[config.mk]
export PLATFORM = sky130hd
export DESIGN_NAME = ssg_bus_master
export DESIGN_NICKNAME = d
export VERILOG_FILES = /design/src/rtl/ssg_bus_master.sv
export SDC_FILE = /design/constraint.sdc
export NUM_CORES = 1
export LEC_CHECK = 0
export ABC_CLOCK_PERIOD_IN_PS = 1800
export BUFFER_PORTS_ARGS = -buffer_cell sky130_fd_sc_hd__buf_2
export CORE_ASPECT_RATIO = 0.7
export CORE_MARGIN = 4
export CORE_UTILIZATION = 49
export CTS_CLUSTER_DIAMETER = 30
export DETAILED_ROUTE_END_ITERATION = 16
export PLACE_DENSITY = 0.7
export SLEW_MARGIN = 20
export SYNTH_ARGS = -nofsm -noshare
export SYNTH_HDL_FRONTEND = slang
export SYNTH_SLANG_ARGS = --single-unit
[constraint.sdc]
create_clock -name CLK -period 1.8 [get_ports CLK]
set_input_delay 0.18 -clock CLK [delete_from_list [all_inputs] [get_ports CLK]]
set_output_delay 0.18 -clock CLK [all_outputs]
set_load 0.01 [all_outputs]
[src/rtl/ssg_bus_master.sv]
// Byte-serial command master for the SSG sound chip: turns one host command into a
// 2- or 3-byte strobed frame, pacing bytes on BR/BUSY and aborting on a BR timeout.
module ssg_bus_master #(
  parameter int TIMEOUT_CYCLES = 255
) (
  input  logic        CLK,
  input  logic        RST,
  input  logic        ReqValid,
  output logic        ReqReady,
  input  logic [1:0]  ReqType,
  input  logic [1:0]  ReqChannel,
  input  logic [11:0] ReqValue,
  input  logic [7:0]  ReqAddress,
  output logic        CE,
  output logic [1:0]  BusControl,
  output logic [7:0]  Data,
  input  logic        BUSY,
  input  logic        BR,
  output logic        Done,
  output logic        Error
);

  localparam int CW = (TIMEOUT_CYCLES > 255) ? $clog2(TIMEOUT_CYCLES + 1) : 8;
  localparam logic [CW:0] TO_LIM = TIMEOUT_CYCLES[CW:0];

  typedef enum logic [1:0] {IDLE, SEND, GAP, WAIT_DONE} state_t;

  state_t        state_r;
  logic [1:0]    type_r;
  logic [1:0]    chan_r;
  logic [11:0]   value_r;
  logic [7:0]    addr_r;
  logic [1:0]    idx_r;
  logic [CW-1:0] tcnt_r;
  logic          ready_r;
  logic          ce_r;
  logic [1:0]    bc_r;
  logic [7:0]    data_r;
  logic          done_r;
  logic          err_r;

  logic [9:0]    first_s;
  logic [9:0]    next_s;
  logic          last_s;
  logic [CW:0]   tnext_s;
  logic          to_hit_s;

  // {BusControl, Data} of byte idx for a frame of the given type
  function automatic logic [9:0] frame_byte(input logic [1:0] typ, input logic [1:0] ch,
                                            input logic [11:0] val, input logic [7:0] addr,
                                            input logic [1:0] idx);
    logic [9:0] b;
    b = 10'h000;
    case (typ)
      2'b00: b = (idx == 2'd0) ? {2'b01, 2'b00, ch, val[11:8]} : {2'b11, val[7:0]};
      2'b01: b = (idx == 2'd0) ? {2'b01, 8'h40} : {2'b11, val[7:0]};
      2'b10: begin
        case (idx)
          2'd0:    b = {2'b01, 8'h80};
          2'd1:    b = {2'b10, addr};
          default: b = {2'b11, 2'b00, val[5:0]};
        endcase
      end
      default: b = 10'h000;
    endcase
    return b;
  endfunction

  // index of the final byte of a frame
  function automatic logic [1:0] frame_last(input logic [1:0] typ);
    logic [1:0] l;
    case (typ)
      2'b10:   l = 2'd2;
      default: l = 2'd1;
    endcase
    return l;
  endfunction

  // byte selection and BR-timeout detection
  always_comb begin
    first_s  = frame_byte(ReqType, ReqChannel, ReqValue, ReqAddress, 2'd0);
    next_s   = frame_byte(type_r, chan_r, value_r, addr_r, idx_r);
    last_s   = (idx_r == frame_last(type_r));
    tnext_s  = {1'b0, tcnt_r} + {{CW{1'b0}}, 1'b1};
    if (TO_LIM != {(CW+1){1'b0}}) begin
      to_hit_s = (tnext_s >= TO_LIM);
    end else begin
      to_hit_s = 1'b0;
    end
  end

  // frame sequencer; every output is a register written here
  always_ff @(posedge CLK or negedge RST) begin
    if (!RST) begin
      state_r <= IDLE;
      type_r  <= 2'b00;
      chan_r  <= 2'b00;
      value_r <= 12'h000;
      addr_r  <= 8'h00;
      idx_r   <= 2'd0;
      tcnt_r  <= {CW{1'b0}};
      ready_r <= 1'b0;
      ce_r    <= 1'b0;
      bc_r    <= 2'b00;
      data_r  <= 8'h00;
      done_r  <= 1'b0;
      err_r   <= 1'b0;
    end else begin
      done_r <= 1'b0;
      err_r  <= 1'b0;
      case (state_r)
        IDLE: begin
          if (ReqValid && ready_r) begin
            type_r  <= ReqType;
            chan_r  <= ReqChannel;
            value_r <= ReqValue;
            addr_r  <= ReqAddress;
            idx_r   <= 2'd0;
            tcnt_r  <= {CW{1'b0}};
            if (ReqType == 2'b11) begin
              err_r   <= 1'b1;
              ready_r <= ~BUSY;
            end else begin
              state_r        <= SEND;
              ready_r        <= 1'b0;
              ce_r           <= 1'b1;
              {bc_r, data_r} <= first_s;
            end
          end else begin
            ready_r <= ~BUSY;
          end
        end
        SEND: begin
          // acknowledge takes priority over a timeout landing on the same edge
          if (BR) begin
            ce_r    <= 1'b0;
            bc_r    <= 2'b00;
            data_r  <= 8'h00;
            tcnt_r  <= {CW{1'b0}};
            idx_r   <= idx_r + 2'd1;
            state_r <= last_s ? WAIT_DONE : GAP;
          end else if (to_hit_s) begin
            ce_r    <= 1'b0;
            bc_r    <= 2'b00;
            data_r  <= 8'h00;
            tcnt_r  <= {CW{1'b0}};
            err_r   <= 1'b1;
            ready_r <= ~BUSY;
            state_r <= IDLE;
          end else if (!tnext_s[CW]) begin
            tcnt_r <= tnext_s[CW-1:0];
          end else begin
            tcnt_r <= tcnt_r;
          end
        end
        GAP: begin
          if (!BUSY) begin
            state_r        <= SEND;
            ce_r           <= 1'b1;
            {bc_r, data_r} <= next_s;
          end else begin
            state_r <= GAP;
          end
        end
        WAIT_DONE: begin
          if (!BUSY) begin
            done_r  <= 1'b1;
            ready_r <= 1'b1;
            state_r <= IDLE;
          end else begin
            state_r <= WAIT_DONE;
          end
        end
        default: begin
          state_r <= IDLE;
          ready_r <= 1'b0;
          ce_r    <= 1'b0;
          bc_r    <= 2'b00;
          data_r  <= 8'h00;
        end
      endcase
    end
  end

  assign ReqReady   = ready_r;
  assign CE         = ce_r;
  assign BusControl = bc_r;
  assign Data       = data_r;
  assign Done       = done_r;
  assign Error      = err_r;

endmodule

# Word level (Yosys, flattened, before mapping)
# Cells that the tools add are included.
# Widths: inputs -> output; s select.
# classes
n_addsub,2
n_lt_le_gt_ge,1
n_eq_ne,19
muxes,51
n_bitwise,1
n_reduce_logical,14
# op_table
cell,n
$mux 8,9
$pmux 10 s3,1
$pmux 9 s3,1
$mux 2,13
$pmux 8 s3,1
$mux 10,2
$pmux 10 s2,1
$mux 1,16
$pmux 8 s2,1
$ne 2x2->1 const B,7
$eq 2x2->1 const B,5
$add 8x1->9 const B,1
$ge 9x8->1 const B,1
$reduce_and 3->1,3
$eq 2x1->1 const B,4
$logic_not 2->1,4
$pmux 2 s4,1
$pmux 1 s3,2
$pmux 2 s3,1
$reduce_bool 3->1,2
$reduce_and 5->1,1
$ne 4x4->1 const B,1
$pmux 2 s2,1
$reduce_and 4->1,1
other kinds (8),8
# word_totals
reg_bits,50
in_bits,29
out_inout_bits,14
elab_cells,101

# Longest topological paths before layout
# Gate-level depths: netlist of run 1.
# depth
word_depth,6
ltp_mapped,9

# Least setup slack after synthesis of run 1
# No wires, ideal clock.
# synth_path
path_kind,reg-to-reg
startpoint,register tcnt_r[0]
endpoint,"register bc_r[1], in the netlist BusControl[1]"
setup_ns,0.125
arrival_ns,1.795
slack_ns,-0.119
path_stages_with_launch,7
path_buffers,0
period_less_slack_ns,1.919
cell_sequence,dfrtp_1 -> ha_1 -> xnor2_1 -> nor3b_1 -> o2111ai_2 -> a21oi_4 -> mux2_2
# synth_via
elab_chain_cells,4
# synth_lines
element,line_no,text
from (decl),34,logic [CW-1:0] tcnt_r;
from (signal assigned),101,tcnt_r <= {CW{1'b0}};
from (signal assigned),119,tcnt_r <= {CW{1'b0}};
from (signal assigned),139,tcnt_r <= {CW{1'b0}};
$add 8x1->9,84,"tnext_s = {1'b0, tcnt_r} + {{CW{1'b0}}, 1'b1};"
$ge 9x8->1,86,to_hit_s = (tnext_s >= TO_LIM);
$ne 3x3->1 (no source line),-,
$reduce_and 5->1 (no source line),-,
to (signal assigned),127,"{bc_r, data_r} <= first_s;"
to (signal assigned),160,"{bc_r, data_r} <= next_s;"
to (decl),37,logic [1:0] bc_r;
# No other way between the ends.
# A chain may end at the register's enable or synchronous reset.

# Worst setup path after layout of run 1
# layout_path
startpoint,register tcnt_r[0]
endpoint,"register data_r[6], in the netlist Data[6]"
# layout_via
elab_chain_cells,4
# layout_lines
element,line_no,text
$add 8x1->9,84,
$ge 9x8->1,86,
$ne 3x3->1 (no source line),-,
$reduce_and 5->1 (no source line),-,
to (signal assigned),127,
to (signal assigned),160,
to (decl),38,logic [7:0] data_r;
# No other way between the ends.

==> results.json, run 1 <==
{
  "arrival_ns": 2.13,
  "required_ns": 2.00,
  "crit_chain": "inv_1 -> ha_4 -> o21bai_2 -> o2111ai_4 -> a21oi_4 -> buf_12 -> mux2_4",
  "synth_area_per_cell_sq_um": 10.9,
  "power_frac_seq": 0.325,
  "critPathTopFamily": "compound AO/OA/AOI/OAI gates",
  "combPwrFrac": 0.565,
  "power.density_nw_per_um2": 1610,
  "drv_slew": 0,
  "maxCapViolCount": 0,
  "tightestPinTransition_ns": 0.308,
  "area_growth_syn_to_layout_pct": 32.1,
  "swShare": 0.382,
  "wl_per_cell_um": 16.7,
  "skew_ns": 0.00697,
  "synthArstFlopShare": 1.00,
  "final_common_cell": "dfrtp_1",
  "yosysWarnings": 0,
  "ys_types": 51,
  "clkPwrFrac": 0.109,
  "path_buf_inv": 2,
  "core_sq_um": 5370,
  "via_count": 2275,
  "htree_levels": 2,
  "timing.final.ws_setup_ns": -0.130,
  "first_pass_iters": 4,
  "violations": "negative setup slack",
  "synth_edf_count": 0,
  "grt_antenna_before_repair": 0,
  "critPathCaptureType": "register",
  "cts_root_buffer": "clkbuf_8",
  "cts_tree": "done",
  "finalWeightedCongestion": 0.831,
  "rsz0062_at_grt": "yes",
  "dp_cells": 397,
  "timing.final.crit_period_ns": 1.93,
  "max_stage_delay_ns": 0.43,
  "hold_violations": 0,
  "die_y_um": 71.0,
  "layout_common_cells": "dfrtp_1 (49), buf_4 (43), buf_2 (42), mux2_2 (24), nand2_1 (16)",
  "initial_core_util": 0.517,
  "layout-drive-gt1-share": 0.485,
  "ys_seq_elements": 50,
  "hold_path.class": "input port to register",
  "status": "complete, but fails checks",
  "nets": 379,
  "track_usage": 0.198,
  "critical_path_peak_fanout": 5,
  "finalSetupViolations": 16,
  "port_buffers": 42,
  "max_freq_ghz": 0.518,
  "die_area_sq_um": 6950,
  "grt_pass1_wl_mm": 11.1,
  "peakVddDrop_uv": 864,
  "finalPower_w": 0.00590,
  "syn-num-nets": 294,
  "grt_overflow": 0,
  "clkSinkCount": 50,
  "drt-total-wl_mm": 6.86,
  "fin_util": 0.683,
  "internal_power_w": 0.00365,
  "grt_max_degree": 51,
  "clock_path_buffers": 2,
  "die_x_um": 97.9,
  "max_slew_margin": 0.794,
  "dpl.hpwl_mm": 4.94,
  "diodes": 0,
  "p_switching_w": 0.00226,
  "netlist_area_sq_um": 2770,
  "drt-initial-drc-count": 103,
  "worstSkewPairLatency_ns": 0.31,
  "io_pins": 43,
  "row_count": 22,
  "routed_via_density": 5.52,
  "ys_seq_area_frac": 0.451,
  "p_leak_nw": 1.63,
  "worstSetupPathType": "register to register",
  "crit_slowest_cell": "dfrtp_1",
  "drc_errors": 0,
  "dominantRegCellSynth": "dfrtp_1",
  "min_period_over_period": 1.07,
  "synth_cells": 255,
  "antenna_left": 0,
  "stdcell_count": 412,
  "grt_pass1_vias": 2176,
  "start_kind": "register",
  "cts_buffers": 5,
  "cts.clk_slew.worst_paths_ns": 0.09
}
## area by class of cell
cell class	count	area [sq um]
well taps	72	90.1
inverters	11	41.3
repair buffers	91	634
clock inverters	2	15.0
clock buffers	5	68.8
fillers	426	1700
flip-flops and latches	50	1250
multi-input cells	181	1560
## power groups by stage
stage | registers (W) | clock network, W | logic [W]
2_1_floorplan | 0.00188 | 0 | 0.00187
3_3_place_gp | 0.00190 | 0 | 0.00289
3_5_place_dp | 0.00191 | 0 | 0.00295
4_1_cts | 0.00191 | 0.000663 | 0.00309
5_1_grt | 0.00197 | 0.000707 | 0.00361
6_report | 0.00192 | 0.000646 | 0.00334
## worst paths after layout
kind / from / to / slack [ns] / cells past startpoint
max: tcnt_r[0] / Data[6] / -0.13 / 7
min: ReqAddress[0] / addr_r[0] / 0.1 / 2
max reg2reg: tcnt_r[0] / Data[6] / -0.13 / 7
min reg2reg: value_r[0] / value_r[0] / 0.51 / 1
max in group asynchronous: RST / tcnt_r[1] / 1.16 / 3
min in group asynchronous: RST / Done / 0.37 / 3
## flip-flops by register name, summed over array words and instances (netlist names)
name and cells:
value_r 12, state_r 2, CE 1, chan_r 2, tcnt_r 8, Data 8, Error 1, Done 1
ReqReady 1, BusControl 2, idx_r 2, addr_r 8, type_r 2
## kinds of logic (layout without fill, tap and decap cells)
kind of cell | after synthesis | count (layout) | synth area share
and+or+nand+nor | 61 | 61 | 0.124
muxes | 35 | 35 | 0.138
DFF | 50 | 50 | 0.451
AOI/OAI and AO/OA | 73 | 73 | 0.193
buffers and inverters | 24 | 109 | 0.0419
adders and majority gates | 10 | 10 | 0.0451
xor gates and xnor gates | 2 | 2 | 0.00632
## cells in the mapped netlist, types with 2 or more instances
cell type  count  share of area
nor2_1         7         0.0095
a2bb2oi_1      8          0.025
a31oi_1        3         0.0068
buf_2          2         0.0036
o22ai_1       10          0.023
o21ai_2        2         0.0063
a22o_1         2         0.0063
or2_2          3         0.0068
nand3_1        7          0.013
a21oi_1       13          0.023
nor2b_1        9          0.020
o32ai_1        2         0.0063
o31ai_1        2         0.0054
xnor2_1        2         0.0063
nand4b_1       3         0.0095
o21ai_0        7          0.013
nor3b_1        2         0.0054
nand2b_1       2         0.0045
nor3_1         3         0.0054
dfrtp_1       50           0.45
mux2i_1        8          0.029
buf_6          3          0.012
o21a_1         3         0.0081
a211oi_1       6          0.016
clkbuf_1       7         0.0095
a311oi_1       2         0.0063
nand2_1       16          0.022
inv_1         11          0.015
mux2_2        27           0.11
nor2_2         2         0.0045
o21bai_1       2         0.0054
ha_1          10          0.045
## repair_timing
item / 4_1_cts / 5_1_grt
hold buffers: 1 / 0
hold endpoints to repair: 50 / 0
resized for setup: 17 / 12
setup endpoints to repair: 19 / 23
pin swaps: 4 / 8
setup buffers: 5 / 2
## per-layer routing
| layer | vias to the layer above | track usage | part of all wire |
|---|---|---|---|
| li1 | 1111 | - | - |
| met1 | 1096 | 0.302 | 0.49 |
| met4 | 0 | 0.0323 | 0.0012 |
| met5 | - | 0 | 0 |
| met3 | 2 | 0.0443 | 0.063 |
| met2 | 66 | 0.293 | 0.44 |
## metrics by stage
stage	instance area, sq um	worst slack, ns	setup TNS [ns]	hold WS, ns
floorplan	2800	-0.0692	-0.409	-0.116
global placement	3360	-0.0678	-0.578	0.192
detailed placement	3360	-0.148	-1.59	0.192
CTS	3570	-0.0532	-0.380	0.0935
global route	3660	-0.203	-2.62	0.0889
finish	3660	-0.130	-0.923	0.0970
(Power assumes the default switching activity.)
==> inputs of run 2 (changes only) <==
--- a/config.mk
+++ b/config.mk
@@ -6,7 +6,7 @@
 export NUM_CORES = 1
 export LEC_CHECK = 0
 export ABC_CLOCK_PERIOD_IN_PS = 1800
-export BUFFER_PORTS_ARGS = -buffer_cell sky130_fd_sc_hd__buf_2
+export BUFFER_PORTS_ARGS = -buffer_cell sky130_fd_sc_hd__clkbuf_2
 export CORE_ASPECT_RATIO = 0.7
 export CORE_MARGIN = 4
 export CORE_UTILIZATION = 49
==> results.json, run 2 (synthesis results as in run 1) <==
{
  "port_buffers": 42,
  "largest-register": "value_r",
  "hold_end": "value_r[5]",
  "tightestPinTransition_ns": 0.498,
  "max_stage_delay_ns": 0.45,
  "fin_util": 0.677,
  "drv_slew": 0,
  "layout_common_cells": "dfrtp_1 (49), clkbuf_2 (42), buf_4 (36), mux2_2 (24), nand2_1 (16)",
  "rsz0062_at_grt": "yes",
  "row_count": 22,
  "cts.clk_slew.worst_paths_ns": 0.10,
  "antenna_left": 0,
  "drt-total-wl_mm": 6.91,
  "cts_root_buffer": "clkbuf_8",
  "met3_usage": 0.0433,
  "required_ns": 2.00,
  "finalWeightedCongestion": 0.857,
  "layout-drive-gt1-share": 0.476,
  "finalSetupViolations": 16,
  "via_count": 2257,
  "htree_levels": 2,
  "first_pass_iters": 4,
  "crit_chain": "ha_4 -> xnor2_2 -> nor3b_2 -> o2111ai_4 -> a21oi_4 -> mux2_4",
  "maxCapViolCount": 0,
  "hold_path_startpoint": "ReqValue[5]",
  "die_x_um": 97.9,
  "p_leak_nw": 1.61,
  "grt_overflow": 0,
  "io_pins": 43,
  "max_slew_margin": 0.666,
  "initial_core_util": 0.517,
  "worstSetupPathType": "register to register",
  "grt_use_met2": 0.327,
  "peakVddDrop_uv": 939,
  "nets": 372,
  "critPathCaptureType": "register",
  "start_kind": "register",
  "timing.final.ws_setup_ns": -0.123,
  "r2r_cells": 6,
  "routed_via_density": 5.56,
  "largest_reg_flops": 12,
  "cts_buffers": 5,
  "r2r_setup_slack_ns": -0.12,
  "clock_path_buffers": 2,
  "grt_max_degree": 51,
  "power.density_nw_per_um2": 1650,
  "grt_pass1_wl_mm": 11.3,
  "dpl.hpwl_mm": 4.88,
  "finalPower_w": 0.00599,
  "area_growth_syn_to_layout_pct": 30.9,
  "grt_pass1_vias": 2279,
  "cts_tree": "done",
  "violations": "negative setup slack",
  "r2r_end": "BusControl[1]",
  "arrival_ns": 2.12,
  "timing.final.crit_period_ns": 1.92,
  "clkSinkCount": 50,
  "drt-initial-drc-count": 110,
  "core_sq_um": 5370,
  "final_common_cell": "dfrtp_1",
  "max_freq_ghz": 0.520,
  "track_usage": 0.203,
  "grt_use_met1": 0.286,
  "diodes": 0,
  "die_y_um": 71.0,
  "hold_path.class": "input port to register",
  "drc_errors": 0,
  "wl_per_cell_um": 17.0,
  "r2r_start": "tcnt_r[1]",
  "skew_ns": 0.00677,
  "die_area_sq_um": 6950,
  "grt_busiest_layer": "met2",
  "holdPathStages": 2,
  "crit_slowest_cell": "dfrtp_1",
  "min_period_over_period": 1.07,
  "grt_antenna_before_repair": 0,
  "hold_violations": 0,
  "worstSkewPairLatency_ns": 0.31,
  "critical_path_peak_fanout": 4,
  "status": "complete, but fails checks"
}
-- run 2: changes by cell type in the layout (fill, tap and decap cells not counted), moves of 2 or more --
| cell | previous run | this run |
|---|---|---|
| buf_12 | 4 | 2 |
| clkbuf_2 | 0 | 42 |
| a2bb2oi_1 | 4 | 1 |
| inv_1 | 10 | 8 |
| buf_2 | 42 | 1 |
| a2bb2oi_2 | 4 | 7 |
| inv_2 | 1 | 3 |
| ha_1 | 4 | 7 |
| buf_4 | 43 | 36 |
| ha_2 | 4 | 1 |
-- run 2: how the worst max path moves through the flow --
stage	from	endpoint	slack (ns)	depth (start not counted)
floorplan	tcnt_r[1]	BusControl[1]	-0.07	6
global placement	tcnt_r[1]	Data[5]	-0.05	7
detailed placement	tcnt_r[1]	BusControl[0]	-0.17	8
CTS	tcnt_r[0]	BusControl[1]	-0.1	6
global route	tcnt_r[1]	BusControl[0]	-0.22	7
finish	tcnt_r[1]	BusControl[1]	-0.12	6
-- run 2: power breakdown --
group / switching, W / internal [W] / leakage [nW]
combinational: 0.00158 / 0.00167 / 0.942
clock: 0.000399 / 0.000415 / 0.0514
sequential: 0.000337 / 0.00159 / 0.619
total: 0.00231 / 0.00368 / 1.61
-- run 2: layer usage --
metal	wire length (um)	vias up
li1	-	1102
met1	3370	1093
met2	3140	60
met3	372	2
met4	19	0
met5	0	-
-- run 2: repair_timing --
action	4_1_cts	5_1_grt
endpoints found under the hold margin	50	0
resized for setup	28	4
setup endpoints to repair	23	23
buffers inserted	4	0
gates cloned	1	0
hold buffers	1	0
pin swaps	12	2
-- run 2: per-stage QoR --
stage / worst slack, ns / area [sq um] / std cells / TNS (ns) / hold slack, ns
after floorplan: -0.0692 / 2800 / 255 / -0.409 / -0.116
after global placement: -0.0504 / 3310 / 392 / -0.439 / 0.196
after detailed placement: -0.174 / 3310 / 392 / -1.99 / 0.195
after CTS: -0.0970 / 3610 / 406 / -0.686 / 0.0979
after global routing: -0.215 / 3630 / 406 / -2.85 / 0.0799
final: -0.123 / 3630 / 406 / -1.12 / 0.0930
-- run 2: final cells by class --
class	count	area, sq um
multi-input cells	181	1580
repair buffers	84	558
flip-flops and latches	50	1250
clock inverters	2	37.5
clock buffers	6	72.6
inverters	11	41.3
fillers	426	1740
well taps	72	90.1
-- run 2: critical path: cells and delay by family (launching register included) --
family / cells / cell delay [ns]
AOI/OAI and AO/OA: 2 / 0.46
xor gates and xnor gates: 1 / 0.13
adders and majority gates: 1 / 0.20
DFF: 1 / 0.45
muxes: 1 / 0.33
and+or+nand+nor: 1 / 0.24
